File: config.mk
export PLATFORM = sky130hd
export DESIGN_NAME = cc_pin_conditioner
export DESIGN_NICKNAME = d
export VERILOG_FILES = /design/src/rtl/cc_pin_conditioner.sv
export SDC_FILE = /design/constraint.sdc
export NUM_CORES = 1
export LEC_CHECK = 0
export CAP_MARGIN = 20
export CELL_PAD_IN_SITES_DETAIL_PLACEMENT = 1
export CELL_PAD_IN_SITES_GLOBAL_PLACEMENT = 1
export CORE_ASPECT_RATIO = 0.5
export CORE_MARGIN = 1.5
export CORE_UTILIZATION = 40
export DETAILED_ROUTE_END_ITERATION = 6
export GPL_TIMING_DRIVEN = 0
export PLACE_DENSITY_LB_ADDON = 0.2
export SLEW_MARGIN = 20
export SYNTH_ARGS = -nofsm -noshare
export SYNTH_HDL_FRONTEND = slang
export SYNTH_SLANG_ARGS = --single-unit
export TNS_END_PERCENT = 30
File: constraint.sdc
create_clock -name clk -period 2.6 [get_ports clk]
set_clock_uncertainty 0.1 [all_clocks]
set_input_delay 0.39 -clock clk [delete_from_list [all_inputs] [get_ports clk]]
set_output_delay 0.39 -clock clk [all_outputs]
set_load 0.1 [all_outputs]
File: src/rtl/cc_pin_conditioner.sv
// rtl/cc_pin_conditioner.sv - CC pin synchronizer, deglitch filter, idle tracking and channel select
// Optional per-channel glitch counters compiled in with CC_GLITCH_CNT_EN.
module cc_pin_conditioner #(
  parameter int NUM_CH      = 2,
  parameter int SYNC_STAGES = 2,
  parameter int FILT_LEN    = 2,
  parameter int IDLE_CYC    = 2700
) (
  input  logic                                         clk,
  input  logic                                         rst_n,
  input  logic [NUM_CH-1:0]                            cc_pin,
  output logic [NUM_CH-1:0]                            cc_filt,
  output logic [NUM_CH-1:0]                            cc_act,
  output logic                                         sel_vld,
  output logic [((NUM_CH > 1) ? $clog2(NUM_CH) : 1)-1:0] sel_ch,
  output logic                                         cc_out
`ifdef CC_GLITCH_CNT_EN
  ,
  output logic [NUM_CH*16-1:0]                         glitch_cnt
`endif
);

  localparam int SW = (NUM_CH > 1) ? $clog2(NUM_CH) : 1;
  localparam int CW = (FILT_LEN > 1) ? $clog2(FILT_LEN) : 1;
  localparam int TW = $clog2(IDLE_CYC + 1);

  typedef enum logic {ST_FREE = 1'b0, ST_LOCK = 1'b1} state_t;

  logic [NUM_CH-1:0] r_sync [SYNC_STAGES];
  logic [CW-1:0]     r_cnt  [NUM_CH];
  logic [NUM_CH-1:0] r_filt;
  logic [TW-1:0]     r_tmr  [NUM_CH];
  logic [NUM_CH-1:0] r_act;
  state_t            r_state;
  logic              r_sel_vld;
  logic [SW-1:0]     r_sel_ch;

  logic [NUM_CH-1:0] w_s;
  logic [NUM_CH-1:0] w_edge;
  logic [TW-1:0]     w_tmr_nxt [NUM_CH];
  logic [SW-1:0]     w_low;
  logic              w_sel_idle;
  logic              w_sel_filt;

  assign w_s = r_sync[SYNC_STAGES-1];

  // A filtered edge is the cycle the filter accepts a new level.
  always_comb begin
    w_edge = '0;
    for (int i = 0; i < NUM_CH; i++) begin
      w_edge[i] = (w_s[i] != r_filt[i]) && (r_cnt[i] == CW'(FILT_LEN - 1));
      if (w_edge[i])
        w_tmr_nxt[i] = TW'(IDLE_CYC);
      else if (r_tmr[i] != '0)
        w_tmr_nxt[i] = r_tmr[i] - TW'(1);
      else
        w_tmr_nxt[i] = '0;
    end
  end

  always_comb begin
    w_low = '0;
    for (int i = NUM_CH - 1; i >= 0; i--) begin
      if (w_edge[i])
        w_low = SW'(i);
    end
  end

  always_comb begin
    w_sel_idle = 1'b0;
    w_sel_filt = 1'b0;
    for (int i = 0; i < NUM_CH; i++) begin
      if (r_sel_ch == SW'(i)) begin
        w_sel_idle = (w_tmr_nxt[i] == '0);
        w_sel_filt = r_filt[i];
      end
    end
  end

  always_ff @(posedge clk) begin
    if (!rst_n) begin
      for (int k = 0; k < SYNC_STAGES; k++)
        r_sync[k] <= '0;
    end else begin
      r_sync[0] <= cc_pin;
      for (int k = 1; k < SYNC_STAGES; k++)
        r_sync[k] <= r_sync[k-1];
    end
  end

  always_ff @(posedge clk) begin
    if (!rst_n) begin
      r_filt <= '0;
      r_act  <= '0;
      for (int i = 0; i < NUM_CH; i++) begin
        r_cnt[i] <= '0;
        r_tmr[i] <= '0;
      end
    end else begin
      for (int i = 0; i < NUM_CH; i++) begin
        if (w_s[i] == r_filt[i]) begin
          r_cnt[i] <= '0;
        end else if (r_cnt[i] == CW'(FILT_LEN - 1)) begin
          r_filt[i] <= w_s[i];
          r_cnt[i]  <= '0;
        end else begin
          r_cnt[i] <= r_cnt[i] + CW'(1);
        end
        r_tmr[i] <= w_tmr_nxt[i];
        r_act[i] <= (w_tmr_nxt[i] != '0);
      end
    end
  end

  // Release always passes through FREE; only a fresh edge can re-lock.
  always_ff @(posedge clk) begin
    if (!rst_n) begin
      r_state   <= ST_FREE;
      r_sel_vld <= 1'b0;
      r_sel_ch  <= '0;
    end else begin
      case (r_state)
        ST_FREE: begin
          if (|w_edge) begin
            r_state   <= ST_LOCK;
            r_sel_vld <= 1'b1;
            r_sel_ch  <= w_low;
          end
        end
        ST_LOCK: begin
          if (w_sel_idle) begin
            r_state   <= ST_FREE;
            r_sel_vld <= 1'b0;
          end
        end
        default: begin
          r_state   <= ST_FREE;
          r_sel_vld <= 1'b0;
        end
      endcase
    end
  end

`ifdef CC_GLITCH_CNT_EN
  logic [15:0] r_gcnt [NUM_CH];

  always_ff @(posedge clk) begin
    if (!rst_n) begin
      for (int i = 0; i < NUM_CH; i++)
        r_gcnt[i] <= '0;
    end else begin
      for (int i = 0; i < NUM_CH; i++) begin
        if ((w_s[i] == r_filt[i]) && (r_cnt[i] != '0) && (r_gcnt[i] != 16'hFFFF))
          r_gcnt[i] <= r_gcnt[i] + 16'd1;
      end
    end
  end

  always_comb begin
    glitch_cnt = '0;
    for (int i = 0; i < NUM_CH; i++)
      glitch_cnt[i*16 +: 16] = r_gcnt[i];
  end
`endif

  assign cc_filt = r_filt;
  assign cc_act  = r_act;
  assign sel_vld = r_sel_vld;
  assign sel_ch  = r_sel_ch;
  assign cc_out  = r_sel_vld & w_sel_filt;

endmodule
==> results.py <==
metrics = {
    "synthesis": {
        "synth_top_area_cell": "dfxtp_1",
        "yosysSeqAreaShare": 0.405,
        "yosys_warnings": 0,
        "syn_area_sq_um": 1880,
        "yosys-top-cells-area": "dfxtp_1 (37%), nor2_1 (5.4%), xor2_1 (5.1%), and2_1 (4.0%), edfxtp_1 (3.2%)",
        "yosys-top-cells-count": "dfxtp_1 (35), nor2_1 (27), nand2_1 (15), and2_1 (12), xor2_1 (11)",
        "synthDistinctLibCells": 56,
        "synth_cells": 210,
        "synth.most_common_cell": "dfxtp_1",
        "synthArstFlopShare": 0,
        "yosys.area.top_type_share": 0.373,
        "synth.avg_cell_area_sq_um": 8.94,
        "ys_ff_latch": 37,
        "synth-edff-count": 2,
        "ys.flop_type": "dfxtp_1",
    },
    "timing": {
        "hold_viol_final": 0,
        "hold_slack_ns": 0.294,
        "worstMarginPinSlew_ns": 0.976,
        "period_share": 0.927,
        "fin_tns_setup_ns": 0,
        "finalSetupViolCount": 0,
        "max_freq_mhz": 415,
        "maxSlewHeadroom": 0.347,
        "fin_crit_ns": 2.41,
        "rsz0062_at_grt": "no",
        "slew_viol_final": 0,
    },
    "worst_setup_path": {
        "end_kind": "output port",
        "slowest_delay_ns": 1.18,
        "critPathTopFamily": "buffers and inverters",
        "cp.required_ns": 2.11,
        "cp_cell_sequence": "clkdlybuf4s50_1",
        "worstSetupPathType": "reg2out",
        "cp_max_fo": 6,
        "crit_buf_inv": 1,
        "startpoint_type": "register",
        "r2r-start": "r_tmr[0][6]$_SDFF_PN0_",
        "regToRegEndpoint": "r_state$_SDFF_PN0_",
        "rrSetupSlack_ns": 0.24,
        "critical_path_arrival_ns": 1.92,
        "cp_slowest_cell": "clkdlybuf4s50_1",
        "rr_worst_depth": 7,
    },
    "min_path": {
        "hold_depth": 3,
        "min_from": "rst_n",
        "hold_end": "r_tmr[0][22]$_SDFF_PN0_",
        "hold_class": "in2reg",
    },
    "pwr": {
        "power_leakage_nw": 0.864,
        "finalPower_w": 0.00287,
        "vdd_drop_max_mv": 0.481,
        "p_per_area_nw_per_um2": 1320,
    },
    "route": {
        "vias": 1500,
        "wl_per_cell_microns": 14.6,
        "first_iter_violations": 25,
        "drcViolationCount": 0,
        "dr.pass1.iters": 4,
        "viasPerCell": 5.26,
        "ant_nets": 0,
        "wl_mm": 4.17,
    },
    "clock_tree": {
        "clk_root_buffer_cell": "clkbuf_8",
        "cts_tree": "built",
        "cts_max_level": 2,
        "cts-buffers-inserted": 5,
        "clkSinkCount": 37,
        "clk_pin_slew_worst_paths_ns": 0.08,
        "cts_setup_buffers": 0,
        "clock_path_buffers": 2,
        "clkLatencyLatePin_ns": 0.29,
    },
    "layout": {
        "area_growth_pct": 16.0,
        "drive_above_1_share": 0.105,
        "antenna_cells": 0,
        "multi_input_area_sq_um": 1060,
        "final_util": 0.490,
        "regArea_sq_um": 761,
        "nFillCells": 525,
        "final_nets": 235,
    },
    "placement": {
        "gp_congestion": 0.823,
        "dpl.hpwl_mm": 2.98,
        "portBuffers": 9,
    },
    "global_route": {
        "grt_use_total": 0.192,
        "grt_max_degree": 13,
        "grt_overflow_total": 0,
        "grt_pass1_wl_mm": 7.48,
        "antenna_found_initial": 0,
        "grt_pass1_vias": 1657,
    },
    "floorplan": {
        "pin_count": 11,
        "start_util": 0.422,
        "core-area_sq_um": 4450,
        "dieArea_sq_um": 5140,
        "die_h_microns": 51.5,
        "die_w_microns": 99.9,
        "core.rowCount": 17,
    },
    "job": {
        "drv_cap": 0,
    },
    "run_status": {
        "outcome": "finished clean",
    },
}
[kinds of logic after synthesis]
kind of cell / share of synthesized area
and+or+nand+nor: 0.279
buffers and inverters: 0.0360
muxes: 0.0273
adders and majority gates: 0.0266
xor gates and xnor gates: 0.0793
DFF: 0.405
AOI/OAI and AO/OA: 0.145
other: 0.00200
[worst max path at each step]
stage	start	end	slack, ns	cells after the start
detailed placement	r_tmr[0][12]$_SDFF_PN0_	r_state$_SDFF_PN0_	0.24	8
global route	r_tmr[0][12]$_SDFF_PN0_	sel_vld$_SDFFE_PN0P_	0.02	8
global placement	r_tmr[0][12]$_SDFF_PN0_	sel_vld$_SDFFE_PN0P_	0.25	8
CTS	sel_ch$_SDFFE_PN0P_	sel_ch	0.16	1
finish	sel_ch$_SDFFE_PN0P_	sel_ch	0.19	1
floorplan	sel_ch$_SDFFE_PN0P_	cc_out	0.07	2
[flip-flops by register name (all words and copies together), names as in the netlist]
name and count:
cc_act 2, cc_filt 2, r_cnt 2, r_state 1, r_sync 4, r_tmr 24
sel_ch 1, sel_vld 1
[final cells by class]
type,instances,share of cell area
Multi-Input combinational cell,159,0.485
Sequential cell,37,0.349
Timing Repair Buffer,9,0.0408
Tap cell,57,0.0327
Clock buffer,5,0.0316
Clock inverter,3,0.0299
Buffer,7,0.0172
Inverter,8,0.0138
[through the flow]
step,cell area (sq um),worst slack (ns),instances
5_1_grt,2180,0.0187,285
2_1_floorplan,1880,0.0701,211
3_3_place_gp,2050,0.246,277
3_5_place_dp,2050,0.238,277
6_report,2180,0.190,285
4_1_cts,2180,0.164,285
[power breakdown]
group	total, W	internal, W	switching [W]
combinational	0.00137	0.000589	0.000784
sequential	0.000900	0.000727	0.000173
clock	0.000598	0.000381	0.000217
total	0.00287	0.00170	0.00117
[cells in the final DEF, fill, tap and decap left out, types with 5 or more instances in the layout]
cell,count
clkbuf_8,5
inv_1,8
and2_1,12
clkbuf_1,5
o21ai_0,10
xnor2_1,6
nand2_1,15
a21oi_1,5
dfxtp_1,35
xor2_1,11
nor3_1,6
nor2b_1,6
nor2_1,26
clkdlybuf4s50_1,8
[per-layer routing]
| layer | GRT usage | share of wire | up-vias |
|---|---|---|---|
| met5 | 0 | 0 | - |
| met3 | 0.0492 | 0.023 | 10 |
| met4 | 0.0798 | 0.021 | 0 |
| li1 | - | - | 764 |
| met1 | 0.223 | 0.48 | 714 |
| met2 | 0.344 | 0.48 | 12 |
[repair_timing]
item                       CTS  global route
resized for setup            1             0
hold buffers                 0             0
setup endpoints to repair    1             0
Note: power is estimated with default switching activity, not from simulation.
